### src/rtl/mem_arbiter_if.sv
// Requester-side bus of the memory arbiter: one instance per port.
//   req   - request, held until ack is seen
//   wr    - 1 = write, 0 = read; stable while req is high
//   addr  - word address
//   wdata - write data
//   ack   - one-cycle completion pulse
//   rdata - read data, valid with ack and held until the next read completes
// master: the requester (CPU or loader); slave: the arbiter.
interface mem_arbiter_if #(
  parameter int AW = 9,
  parameter int DW = 12
);
  logic          req;
  logic          wr;
  logic [AW-1:0] addr;
  logic [DW-1:0] wdata;
  logic          ack;
  logic [DW-1:0] rdata;

  modport master (
    output req, wr, addr, wdata,
    input  ack, rdata
  );

  modport slave (
    input  req, wr, addr, wdata,
    output ack, rdata
  );
endinterface

### src/rtl/mem_arbiter.sv
// Two-port arbiter for the single-port 512x12 Simplez main memory.
// Port A is the CPU, port B the serial loader / debug port.
// The memory acts on the falling edge, so each access owns exactly one
// ACCESS cycle of this rising-edge controller.
//   clk, rst   - clock; synchronous active-high reset
//   port_a/b   - requester handshake buses (mem_arbiter_if.slave)
//   mem_addr   - memory address, holds its last value outside ACCESS
//   mem_wr     - memory write strobe, high only in ACCESS
//   mem_wdata  - memory write data, holds its last value outside ACCESS
//   mem_rdata  - memory read data, updated on the falling edge
//   busy       - high in ACCESS and DONE
//   grant      - last/current winner: 0 = A, 1 = B
//
// state  | meaning
// IDLE   | sample req_a/req_b, pick a winner, latch its address/data/wr
// ACCESS | memory strobes stable; memory acts at the mid-cycle falling edge
// DONE   | winner's ack high; requests ignored for this cycle
module mem_arbiter #(
  parameter int AW          = 9,
  parameter int DW          = 12,
  parameter bit ROUND_ROBIN = 1'b1
) (
  input  logic          clk,
  input  logic          rst,
  mem_arbiter_if.slave  port_a,
  mem_arbiter_if.slave  port_b,
  output logic [AW-1:0] mem_addr,
  output logic          mem_wr,
  output logic [DW-1:0] mem_wdata,
  input  logic [DW-1:0] mem_rdata,
  output logic          busy,
  output logic          grant
);

  typedef enum logic [1:0] {IDLE, ACCESS, DONE} state_t;

  state_t        state;
  logic          ack_a;
  logic          ack_b;
  logic [DW-1:0] rdata_a;
  logic [DW-1:0] rdata_b;
  logic          pick_b;

  assign port_a.ack   = ack_a;
  assign port_a.rdata = rdata_a;
  assign port_b.ack   = ack_b;
  assign port_b.rdata = rdata_b;

  // On a tie, round-robin hands the slot to whoever did not win last;
  // grant resets to 1 so A takes the first tie.
  always_comb begin
    pick_b = 1'b0;
    if (port_a.req && port_b.req) begin
      pick_b = ROUND_ROBIN ? ~grant : 1'b0;
    end else begin
      pick_b = port_b.req;
    end
  end

  always_ff @(posedge clk) begin
    if (rst) begin
      state     <= IDLE;
      ack_a     <= 1'b0;
      ack_b     <= 1'b0;
      mem_wr    <= 1'b0;
      busy      <= 1'b0;
      mem_addr  <= '0;
      mem_wdata <= '0;
      rdata_a   <= '0;
      rdata_b   <= '0;
      grant     <= 1'b1;
    end else begin
      case (state)
        IDLE: begin
          if (port_a.req || port_b.req) begin
            grant     <= pick_b;
            mem_addr  <= pick_b ? port_b.addr  : port_a.addr;
            mem_wdata <= pick_b ? port_b.wdata : port_a.wdata;
            mem_wr    <= pick_b ? port_b.wr    : port_a.wr;
            busy      <= 1'b1;
            state     <= ACCESS;
          end
        end
        ACCESS: begin
          // mem_wr still reflects the access just performed, so it selects
          // whether the returned word is captured.
          mem_wr <= 1'b0;
          if (grant) begin
            ack_b <= 1'b1;
            if (!mem_wr) rdata_b <= mem_rdata;
          end else begin
            ack_a <= 1'b1;
            if (!mem_wr) rdata_a <= mem_rdata;
          end
          state <= DONE;
        end
        DONE: begin
          ack_a <= 1'b0;
          ack_b <= 1'b0;
          busy  <= 1'b0;
          state <= IDLE;
        end
        default: begin
          ack_a  <= 1'b0;
          ack_b  <= 1'b0;
          mem_wr <= 1'b0;
          busy   <= 1'b0;
          state  <= IDLE;
        end
      endcase
    end
  end

endmodule

### src/flat_wrapper.sv
// flat-port wrapper written by rule: the top's interface ports become plain ports
module mem_arbiter_flat 
#(
  parameter int AW          = 9,
  parameter int DW          = 12,
  parameter bit ROUND_ROBIN = 1'b1
)
  (clk, rst, mem_addr, mem_wr, mem_wdata, mem_rdata, busy, grant, port_a_req, port_a_wr, port_a_addr, port_a_wdata, port_a_ack, port_a_rdata, port_b_req, port_b_wr, port_b_addr, port_b_wdata, port_b_ack, port_b_rdata);
  mem_arbiter_if #(.AW(AW), .DW(DW)) port_a_i ();
  mem_arbiter_if #(.AW(AW), .DW(DW)) port_b_i ();
  input  logic clk;
  input  logic rst;
  output logic [AW-1:0] mem_addr;
  output logic mem_wr;
  output logic [DW-1:0] mem_wdata;
  input  logic [DW-1:0] mem_rdata;
  output logic busy;
  output logic grant;
  input wire logic [$bits(port_a_i.req)-1:0] port_a_req;
  input wire logic [$bits(port_a_i.wr)-1:0] port_a_wr;
  input wire logic [$bits(port_a_i.addr)-1:0] port_a_addr;
  input wire logic [$bits(port_a_i.wdata)-1:0] port_a_wdata;
  output wire logic [$bits(port_a_i.ack)-1:0] port_a_ack;
  output wire logic [$bits(port_a_i.rdata)-1:0] port_a_rdata;
  input wire logic [$bits(port_b_i.req)-1:0] port_b_req;
  input wire logic [$bits(port_b_i.wr)-1:0] port_b_wr;
  input wire logic [$bits(port_b_i.addr)-1:0] port_b_addr;
  input wire logic [$bits(port_b_i.wdata)-1:0] port_b_wdata;
  output wire logic [$bits(port_b_i.ack)-1:0] port_b_ack;
  output wire logic [$bits(port_b_i.rdata)-1:0] port_b_rdata;
  assign port_a_i.req = port_a_req;
  assign port_a_i.wr = port_a_wr;
  assign port_a_i.addr = port_a_addr;
  assign port_a_i.wdata = port_a_wdata;
  assign port_a_ack = port_a_i.ack;
  assign port_a_rdata = port_a_i.rdata;
  assign port_b_i.req = port_b_req;
  assign port_b_i.wr = port_b_wr;
  assign port_b_i.addr = port_b_addr;
  assign port_b_i.wdata = port_b_wdata;
  assign port_b_ack = port_b_i.ack;
  assign port_b_rdata = port_b_i.rdata;
  mem_arbiter #(.AW(AW), .DW(DW), .ROUND_ROBIN(ROUND_ROBIN)) u_core (.clk(clk), .rst(rst), .port_a(port_a_i), .port_b(port_b_i), .mem_addr(mem_addr), .mem_wr(mem_wr), .mem_wdata(mem_wdata), .mem_rdata(mem_rdata), .busy(busy), .grant(grant));
endmodule
### config.mk
export PLATFORM = sky130hd
export DESIGN_NAME = mem_arbiter_flat
export DESIGN_NICKNAME = d
export VERILOG_FILES = /design/src/rtl/mem_arbiter_if.sv /design/src/rtl/mem_arbiter.sv /design/src/flat_wrapper.sv
export SDC_FILE = /design/constraint.sdc
export NUM_CORES = 1
export LEC_CHECK = 0
export ABC_AREA = 1
export ABC_CLOCK_PERIOD_IN_PS = 1310
export BUFFER_PORTS_ARGS = -buffer_cell sky130_fd_sc_hd__buf_4
export CORE_MARGIN = 4
export CORE_UTILIZATION = 30
export DETAILED_ROUTE_END_ITERATION = 16
export HOLD_SLACK_MARGIN = 0.15
export SYNTH_ARGS = -nofsm -noshare
export SYNTH_HDL_FRONTEND = slang
export SYNTH_SLANG_ARGS = --single-unit
export TNS_END_PERCENT = 50
### constraint.sdc
create_clock -name clk -period 1.31 [get_ports clk]
set_input_delay 0.0655 -clock clk [delete_from_list [all_inputs] [get_ports clk]]
set_output_delay 0.0655 -clock clk [all_outputs]
set_load 0.02 [all_outputs]
; Word-level counts from Yosys, hierarchy flattened
; Index checks and enable logic that the tools add are counted.
[op_classes]
n_eq_ne = 5
muxes = 14
n_bitwise = 5
reduce_logical = 10
[ops]
columns = cell, n
row1 = 2-to-1 mux 12 bit, 1
row2 = AND reduction 2 bit, 5
row3 = 2-to-1 mux 9 bit, 1
row4 = case mux 1 bit (2 select lines), 4
row5 = 2-to-1 mux 1 bit, 6
row6 = AND reduction 3 bit, 2
row7 = NOT 1 bit, 5
row8 = "!= test 2 x 1 -> 1 bit, second input constant", 2
row9 = case mux 2 bit (2 select lines), 1
row10 = "equality test 2 x 1 -> 1 bit, second input constant", 1
row11 = "equality test 2 bit, second input constant", 1
row12 = zero test 2 bit, 1
row13 = 2-to-1 mux 2 bit, 1
row14 = "!= test 2 bit, second input constant", 1
row15 = logical AND 1 bit, 1
row16 = logical OR 1 bit, 1
[totals]
ff_bits = 52
output_inout_bits = 50
word_cells = 44

; Logic depth before layout (Yosys ltp)
; Gate-level depths: netlist (run 1).
[logic_depth]
ltp_word = 5
mapped_depth = 8

; Least setup slack after synthesis (run 1)
; No wires, ideal clock.
[synth_timing]
path_type = flip-flop to flip-flop
start = register u_core.grant
end = register u_core.rdata_b[10] (netlist: u_core.port_b.rdata[10])
setup_time_ps = 113
t_arrival_ps = 1112
required_time_ps = 1197
slack_ps = 85
stages_incl_launch_ff = 7
n_path_buf = 1
period_less_slack_ps = 1225
cell_sequence = dfxtp_1 > inv_1 > nor2_1 > buf_2 > nand3b_1 > nand2_1 > nor2_1
[synth_between]
elab_chain_len = 1
[synth_lines]
columns = element, line_no
row1 = "start, declared", mem_arbiter.sv:32  ; output logic grant
row2 = "start signal, assigned", mem_arbiter.sv:76  ; grant <= pick_b;
row3 = AND reduction 3 bit (no source line), n/a
row4 = "end signal, assigned", mem_arbiter.sv:90  ; if (!mem_wr) rdata_b <= mem_rdata;
row5 = "end, declared", mem_arbiter.sv:41  ; logic [DW-1:0] rdata_b;
; No other way between the ends.
; A chain may end at the register's enable or synchronous reset.

; Worst setup path after layout (run 1)
[layout_timing]
start = input port_b_req
end = register u_core.mem_wdata[3]
[layout_between]
elab_chain_len = 3
[layout_lines]
columns = element, line_no
row1 = "start, declared", flat_wrapper.sv:25  ; input wire logic [$bits(port_b_i.req)-1:0] port_b_req;
row2 = logical AND 1 bit, mem_arbiter.sv:53  ; if (port_a.req && port_b.req) begin
row3 = 2-to-1 mux 1 bit, mem_arbiter.sv:53
row4 = 2-to-1 mux 12 bit, mem_arbiter.sv:78  ; mem_wdata <= pick_b ? port_b.wdata : port_a.wdata;
row5 = "end signal, assigned", mem_arbiter.sv:78
row6 = "end, declared", mem_arbiter.sv:29  ; output logic [DW-1:0] mem_wdata,
; Parallel ways exist; a longest one is shown, timed or not.

==> results of run 1 <==
layer usage:
layer	vias to the layer above	part of all wire, %	GRT usage (%)
met5	-	0	0
met4	0	0.72	3.50
met3	4	8.5	4.57
met2	86	46	26.7
met1	1121	44	18.0
li1	1365	-	-
synth_stat cells:
master	count	area, um2
buf_2	4	20.0
a21oi_2	1	8.76
buf_4	1	7.51
buf_1	3	11.3
inv_2	1	3.75
o21ai_0	21	105
nand2_4	1	11.3
clkinv_4	1	8.76
nand3_2	1	10.0
nand2_2	2	12.5
clkbuf_1	1	3.75
nand3_1	13	65.1
a21oi_1	16	80.1
dfxtp_1	52	1040
nor2_1	93	349
nand3b_1	12	90.1
nor2_2	1	6.26
o21ai_1	2	10.0
inv_1	28	105
nand2_1	74	278
nor2_4	1	11.3
clkbuf_2	1	5.00
buf_6	9	101
inv_4	1	6.26
cell usage in the layout (no fill, tap or decap):
master / count
a21oi_1: 16
a21oi_2: 1
buf_12: 2
buf_4: 114
clkbuf_8: 6
clkinv_4: 1
clkinvlp_4: 2
dfxtp_1: 51
dfxtp_2: 1
dlygate4sd3_1: 58
inv_1: 28
inv_2: 1
inv_4: 1
nand2_1: 73
nand2_2: 3
nand2_4: 1
nand3_1: 13
nand3_2: 1
nand3b_1: 12
nor2_1: 92
nor2_2: 2
nor2_4: 1
o21ai_0: 18
o21ai_1: 5
flip-flops by register name (all words and copies together), names as in the netlist:
register,cells
u_core.mem_addr,9
u_core.port_a.rdata,12
u_core.port_b.rdata,12
u_core.mem_wdata,12
u_core.port_a.ack,1
u_core.port_b.ack,1
u_core.busy,1
u_core.mem_wr,1
u_core.grant,1
u_core.state,2
path summary, 6_finish.rpt:
check / startpoint / to
worst max register to register: u_core.state[1]$_SDFFE_PP0P_ / u_core.port_b.rdata[6]$_SDFFE_PP0P_
worst min-delay path: port_a_req / u_core.mem_wr$_SDFFE_PP0P_
worst min register to register: u_core.port_a.rdata[9]$_SDFFE_PP0P_ / u_core.port_a.rdata[9]$_SDFFE_PP0P_
worst max-delay path: port_b_req / u_core.mem_wdata[3]$_SDFFE_PP0P_
power groups by stage:
stage / clock network, mW / logic [mW] / registers, mW
floorplan: 0 / 0.478 / 2.00
global placement: 0 / 1.06 / 1.84
detailed placement: 0 / 1.07 / 1.84
CTS: 1.02 / 1.21 / 1.80
global route: 1.07 / 1.33 / 1.82
finish: 0.973 / 1.21 / 1.81
metrics by stage:
stage / instances / worst slack (ns) / power, mW / hold slack, ns / cell area, um2
2_1_floorplan: 340 / 0.0847 / 2.47 / 0.230 / 2350
3_3_place_gp: 539 / 0.136 / 2.90 / 0.358 / 3230
3_5_place_dp: 539 / 0.0909 / 2.91 / 0.370 / 3230
4_1_cts: 605 / 0.0564 / 4.03 / 0.171 / 3900
5_1_grt: 605 / -0.0111 / 4.23 / 0.209 / 3910
6_report: 605 / 0.108 / 3.99 / 0.188 / 3910
tightest hold or removal path, stage by stage:
cell and delay, ns:
buf_4 0.12, nand2_1 0.07, nand3_1 0.08, nand3_2 0.08
a21oi_2 0.04
area by class of cell:
type	instances	area (um2)	share of cell area, %
Inverter	31	124	3.17
Sequential cell	52	1040	26.7
Clock buffer	6	82.6	2.11
Tap cell	102	128	3.26
Multi-Input combinational cell	238	1040	26.7
Clock inverter	2	15.0	0.384
Timing Repair Buffer	174	1480	37.8
what timing repair did:
item                                    4_1_cts  5_1_grt
endpoints found under the setup margin        0       30
gates resized for setup                       0        6
endpoints found under the hold margin        52        0
hold buffers                                 58        0
cells by family after synthesis:
group / Yosys count / share of synthesized area (%)
compound gates: 40 / 8.68
buf+inv: 50 / 11.6
flops: 52 / 44.3
simple gates: 198 / 35.4
==> results.cfg, run 1 <==
[job]
drv_cap = 0

[power]
combPwrFrac_pct = 30.3
clkPwrFrac_pct = 24.4
p_sw_mw = 1.25
leakage_nw = 1.89
internal-power_mw = 2.74
p_seq_share_pct = 45.3
swShare_pct = 31.4
irDropWorstVdd_uv = 495
p_per_area_nw_per_um2 = 1020

[setup_path]
cp.arrival_ns = 1.41
startpoint_type = input pin
crit_buf_inv = 3
reg2reg_slack_ns = 0.14
worstSetupEndpointType = register
path_class = input pin to register
crit_chain = dlygate4sd3_1 > buf_4 > nor2_2 > nor2_4 > buf_12 > o21ai_0 > nor2_1
cp_max_fo = 46
slowest_stage = dlygate4sd3_1
crit_cells = 7
crit_path_max_incr_delay_ns = 0.53
required_ns = 1.51
path_delay_family = buffers and inverters
reg2reg_depth = 8

[routing]
dr.first_iter.drc_count = 40
routed_wl_um = 7040
drcViolationCount = 0
antenna_left = 0
dr.pass1.iters = 4
vias_per_cell = 4.26
vias = 2576
wire_per_inst_um = 11.6

[sta]
finalCriticalPeriod_ns = 1.20
slew_headroom_pct = 75.8
finalHoldViolCount = 0
worst_pin_slew_ns = 0.363
setup_violations = 0
timing.fmax_mhz = 832
finClkSkew_ns = 0.00423
tns_ns = 0
finalMaxSlewViolations = 0
period_share_pct = 91.8

[clocking]
cts_buffer_depth = 2
cts_setup_buffers = 0
clkTransAtPathRegs_ns = 0.10
tritoncts = built
ctsRootBufferMaster = clkbuf_8
h-tree-depth = 2
clk_latency_ns = 0.30
cts_sinks = 52
cts_made_buffers = 5

[min_path]
min_path_type = input pin to register
min_path_cells = 5

[synth]
synth_area_um2 = 2350
ys_seq_area_share_pct = 44.3
yosysUniqueCellTypes = 24
syn_avg_cell_area_um2 = 6.91
syn-num-nets = 400
syn_inst = 340
yosys_register_bits = 52
yosysWarningCount = 0

[final_layout]
syn_to_final_growth_pct = 66.3
drive_above_1_share_pct = 27.2
final_util_pct = 50.9
antenna_cells = 0
layout.nets = 562
nFillCells = 754

[global_route]
track_usage_pct = 15.2
grt_pass1_wl_um = 11100
grt_pass1_vias = 2490
grt_max_degree = 47
antenna_found_initial = 0
overflow = 0

[die]
die-height_um = 96.5
rows = 32
io-pin-count = 110
die_w_um = 96.5
start_util_pct = 30.6
die-area_um2 = 9320
coreArea_um2 = 7690

[outcome]
outcome = finished, final reports clean

[placement]
io_buffers = 109
gp_congestion = 0.750
dpl.hpwl_um = 4730
No activity file was read; power rests on OpenSTA's default activity.
==> run 2, diff against run 1 <==
--- a/config.mk
+++ b/config.mk
@@ -6,7 +6,7 @@
 export NUM_CORES = 1
 export LEC_CHECK = 0
 export ABC_AREA = 1
-export ABC_CLOCK_PERIOD_IN_PS = 1310
+export ABC_CLOCK_PERIOD_IN_PS = 1200
 export BUFFER_PORTS_ARGS = -buffer_cell sky130_fd_sc_hd__buf_4
 export CORE_MARGIN = 4
 export CORE_UTILIZATION = 30
==> constraint.sdc (replaced) <==
create_clock -name clk -period 1.2 [get_ports clk]
set_input_delay 0.06 -clock clk [delete_from_list [all_inputs] [get_ports clk]]
set_output_delay 0.06 -clock clk [all_outputs]
set_load 0.02 [all_outputs]
==> run 2 against run 1 <==
Sequential share of layout area shrank 1.8 points. Die area is the same. Final cell count grew 2.3%. The flow now finishes with violations (negative setup slack). Final area grew 8.0%.
==> results.cfg, run 2 (synthesis results as in run 1) <==
[setup_path]
reg2reg_slack_ns = -0.04
startpoint_type = register
required_ns = 1.40
cp_max_fo = 11
cp.arrival_ns = 1.44
worstSetupEndpointType = register
path_class = register to register

[min_path]
min_path_type = input pin to register

[placement]
io_buffers = 109
dpl.hpwl_um = 4700
post_dp_cell_area_um2 = 3260
gp_congestion = 0.730

[routing]
dr.first_iter.drc_count = 65
vias_per_cell = 4.43
routed_wl_um = 8160
dr.pass1.iters = 4
drcViolationCount = 0
antenna_left = 0
wire_per_inst_um = 13.2
vias = 2743

[final_layout]
layout.nets = 576
multiInputGateArea_um2 = 1120
layout_common_cells = buf_4, nor2_1, nand2_1, dlygate4sd3_1, dfxtp_1
final_common_cell = buf_4
drive_above_1_share_pct = 33.3
final_area_um2 = 4220
nFillCells = 726
antenna_cells = 0
syn_to_final_growth_pct = 79.6
regArea_um2 = 1050

[global_route]
overflow = 0
top_usage_layer = met2
grt_pass1_vias = 2512
grt_util_met3_pct = 4.88
grt_pass1_wl_um = 11300
grt_max_degree = 47
met1_usage_pct = 17.9
gr-usage-met2_pct = 26.6
track_usage_pct = 15.3
antenna_found_initial = 0

[sta]
finClkSkew_ns = 0.0112
worst_pin_slew_ns = 0.263
finalCriticalPeriod_ns = 1.24
rsz0062_at_grt = true
finalMaxSlewViolations = 0
period_share_pct = 103
finalHoldViolCount = 0
setup_violations = 1
slew_headroom_pct = 82.4
holdWs_ns = 0.164
timing.fmax_mhz = 807
setup_slack_ns = -0.0388

[power]
internal-power_mw = 3.09
combPwrFrac_pct = 34.5
p_seq_share_pct = 43.4
leakage_nw = 2.02
clkPwrFrac_pct = 22.1
p_per_area_nw_per_um2 = 1080
swShare_pct = 32.2
p_sw_mw = 1.47
irDropWorstVdd_uv = 578

[clocking]
cts_buffer_depth = 2
clk_latency_ns = 0.31
ctsRootBufferMaster = clkbuf_8
cts_sinks = 52
cts_made_buffers = 5
h-tree-depth = 2
tritoncts = built
clkTransAtPathRegs_ns = 0.10

[die]
die_w_um = 96.5
rows = 32
coreArea_um2 = 7690
io-pin-count = 110
die-height_um = 96.5
start_util_pct = 30.6
die-area_um2 = 9320

[outcome]
outcome = complete, but fails checks
violations = negative setup slack

[job]
drv_cap = 0
## run 2: cell count changes in the layout (fill, tap and decap cells not counted), moves of 5 or more
cell / delta
nor2_1: -7
nand2_1: -9
nand2_2: +5
clkbuf_16: +5
nor2_2: +5
o21ai_0: -10
o21ai_1: +9
## run 2: worst paths after layout
kind,start,cells past startpoint,end
worst max register to register,u_core.state[1]$_SDFFE_PP0P_,7,u_core.mem_wdata[5]$_SDFFE_PP0P_
worst min register to register,u_core.port_a.rdata[5]$_SDFFE_PP0P_,2,u_core.port_a.rdata[5]$_SDFFE_PP0P_
worst min-delay path,port_a_req,5,u_core.mem_wr$_SDFFE_PP0P_
worst max-delay path,u_core.state[1]$_SDFFE_PP0P_,7,u_core.mem_wdata[5]$_SDFFE_PP0P_
## run 2: per-layer routing
metal  up-vias  wire, um
met1      1236      3470
met4         0       102
met5         -         0
met2        97      3900
li1       1399         -
met3        11       678
## run 2: area by class of cell
| type | instances | area share, % |
|---|---|---|
| clock inverter | 2 | 0.385 |
| inverter | 31 | 3.14 |
| sequential | 52 | 24.9 |
| multi-input combinational | 238 | 26.4 |
| clock buffer | 6 | 1.72 |
| timing repair buffer | 188 | 40.4 |
| tap | 102 | 3.02 |
## run 2: stage by stage
stage	setup TNS (ns)	setup WS (ns)	utilization [%]	instances	power (mW)
after global placement	0	0.0468	42.4	542	3.18
after detailed placement	-0.00107	-0.00107	42.4	542	3.19
final	-0.0388	-0.0388	54.9	619	4.57
after CTS	0	0.0308	51.2	608	4.36
after global routing	-0.728	-0.116	54.9	619	4.83
after floorplan	0	0.0873	-	340	2.70
## run 2: power groups by stage
stage | registers [mW] | logic, mW | clock network (mW)
after floorplan | 2.18 | 0.522 | 0
after global placement | 2.01 | 1.17 | 0
after detailed placement | 2.01 | 1.18 | 0
after CTS | 1.97 | 1.33 | 1.05
after global routing | 2.00 | 1.71 | 1.11
final | 1.98 | 1.58 | 1.01
## run 2: repair_timing
action / in CTS / in global routing
hold buffers: 58 / 0
gates cloned: 0 / 8
setup endpoints to repair: 12 / 24
pin swaps: 0 / 12
setup buffers: 0 / 3
gates resized for setup: 1 / 46
endpoints found under the hold margin: 50 / 0
## run 2: critical path: stages, from the launching register on
cell and delay, ns:
dfxtp_2 0.37, clkinv_4 0.08, nand2_4 0.06, nor2_4 0.04
buf_12 0.15, buf_6 0.15, o21ai_0 0.20, nor2_1 0.07
==> run 3, diff against run 2 <==
--- a/config.mk
+++ b/config.mk
@@ -12,6 +12,7 @@
 export CORE_UTILIZATION = 30
 export DETAILED_ROUTE_END_ITERATION = 16
 export HOLD_SLACK_MARGIN = 0.15
+export REMOVE_ABC_BUFFERS = 1
 export SYNTH_ARGS = -nofsm -noshare
 export SYNTH_HDL_FRONTEND = slang
 export SYNTH_SLANG_ARGS = --single-unit
==> run 3 against run 2 <==
Via count down 2.1%. Non-clock buffer count shrank 4. Final cell count down 0.65%. Worst setup slack better by 0.068 ns. The flow now finishes without violations. Power fell by 2.1%. Largest cell class unchanged. Count of clock-buffer cells in the layout is the same. Combinational power fell by 9%. Largest power group unchanged. Worst hold slack improved by 0.0069 ns. First-iteration DRC count up 15%. Highest routed layer unchanged. Sequential share of layout area up 0.70 points. Clock skew decreased by 0.0041 ns.
==> results.cfg, run 3 (synthesis results as in run 1) <==
[outcome]
outcome = finished, final reports clean

[routing]
dr.pass1.iters = 4
antenna_left = 0
routed_wl_um = 7790
vias = 2686
dr.first_iter.drc_count = 75
drcViolationCount = 0
vias_per_cell = 4.37
wire_per_inst_um = 12.7

[final_layout]
antenna_cells = 0
nFillCells = 722
final_common_cell = buf_4
layout_common_cells = buf_4, nor2_1, nand2_1, dlygate4sd3_1, dfxtp_1
syn_to_final_growth_pct = 73.8
drive_above_1_share_pct = 29.8
layout.nets = 572
final_area_um2 = 4090

[sta]
worst_pin_slew_ns = 0.279
holdWs_ns = 0.171
rsz0062_at_grt = true
period_share_pct = 97.5
timing.fmax_mhz = 854
finClkSkew_ns = 0.00706
slew_headroom_pct = 81.2
finalMaxSlewViolations = 0
setup_violations = 0
finalCriticalPeriod_ns = 1.17
finalHoldViolCount = 0

[min_path]
min_path_cells = 5
min_path_type = input pin to register

[die]
coreArea_um2 = 7690
io-pin-count = 110
die-area_um2 = 9320
die_w_um = 96.5
start_util_pct = 30.6
rows = 32
die-height_um = 96.5

[clocking]
tritoncts = built
cts_buffer_depth = 2
clk_latency_ns = 0.30
cts_sinks = 52
ctsRootBufferMaster = clkbuf_8
h-tree-depth = 2
clkTransAtPathRegs_ns = 0.10
cts_made_buffers = 5

[setup_path]
slowest_stage = dfxtp_4
startpoint_type = register
required_ns = 1.40
worstSetupEndpointType = register
crit_cells = 8
crit_path_max_incr_delay_ns = 0.38
crit_buf_inv = 2
cp_max_fo = 10
reg2reg_depth = 8
cp.arrival_ns = 1.37
path_delay_family = simple AND/OR/NAND/NOR gates
path_class = register to register
crit_chain = nand2_2 > nand2_2 > inv_4 > clkbuf_16 > nand2_1 > nand2_1 > nor2_2 > nor2_1

[placement]
io_buffers = 109
post_dp_cell_area_um2 = 3300
dpl.hpwl_um = 4730
gp_congestion = 0.774

[job]
drv_cap = 0

[global_route]
grt_pass1_wl_um = 11800
grt_pass1_vias = 2534
grt_max_degree = 41
overflow = 0
antenna_found_initial = 0
track_usage_pct = 15.9

[power]
p_per_area_nw_per_um2 = 1090
leakage_nw = 1.97
p_total_mw = 4.47
irDropWorstVdd_uv = 442
[run 3: timing repair]
action | CTS | global route
pin swaps | 0 | 2
gates cloned | 0 | 3
endpoints found under the setup margin | 30 | 24
hold endpoints to repair | 50 | 0
hold buffers | 58 | 0
gates resized for setup | 2 | 11
setup buffers | 0 | 2
[run 3: stage by stage]
step | cells | utilization, % | setup slack, ns | TNS, ns
after global placement | 544 | 42.9 | -0.0325 | -0.0325
after CTS | 610 | 51.8 | 0.00129 | 0
after global routing | 615 | 53.2 | -0.0300 | -0.0610
after detailed placement | 544 | 42.9 | -0.0524 | -0.126
after floorplan | 321 | - | -0.274 | -6.95
final | 615 | 53.2 | 0.0294 | 0
[run 3: power breakdown]
part           internal (mW)  switching, mW
clock network          0.468          0.589
logic                  0.716          0.724
registers               1.88         0.0922
[run 3: worst reg2reg max path, cell delays in order (launching register included)]
cell and delay, ns:
dfxtp_4 0.38, nand2_2 0.06, nand2_2 0.09, inv_4 0.07, clkbuf_16 0.17, nand2_1 0.06
nand2_1 0.07, nor2_2 0.13, nor2_1 0.05
[run 3: path summary, 6_finish.rpt]
kind,from,end,slack [ns]
worst min register to register,u_core.port_a.rdata[3]$_SDFFE_PP0P_,u_core.port_a.rdata[3]$_SDFFE_PP0P_,0.47
worst min-delay path,port_b_req,u_core.mem_wr$_SDFFE_PP0P_,0.17
worst max-delay path,u_core.grant$_SDFFE_PP1P_,u_core.mem_addr[5]$_SDFFE_PP0P_,0.03
worst max register to register,u_core.grant$_SDFFE_PP1P_,u_core.mem_addr[5]$_SDFFE_PP0P_,0.03
[run 3: final cells by class]
class	instances	area, um2	area share [%]
Sequential cell	52	1050	25.6
Multi-Input combinational cell	238	1060	25.9
Tap cell	102	128	3.12
Clock buffer	6	82.6	2.02
Inverter	31	130	3.18
Clock inverter	2	15.0	0.367
Timing Repair Buffer	184	1630	39.8
[run 3: routing by layer]
metal	vias to the layer above	part of all wire, %	global-route usage, %
li1	1388	-	-
met3	12	8.3	5.34
met1	1177	42	18.8
met5	-	0	0
met2	109	48	27.0
met4	0	2.1	5.26
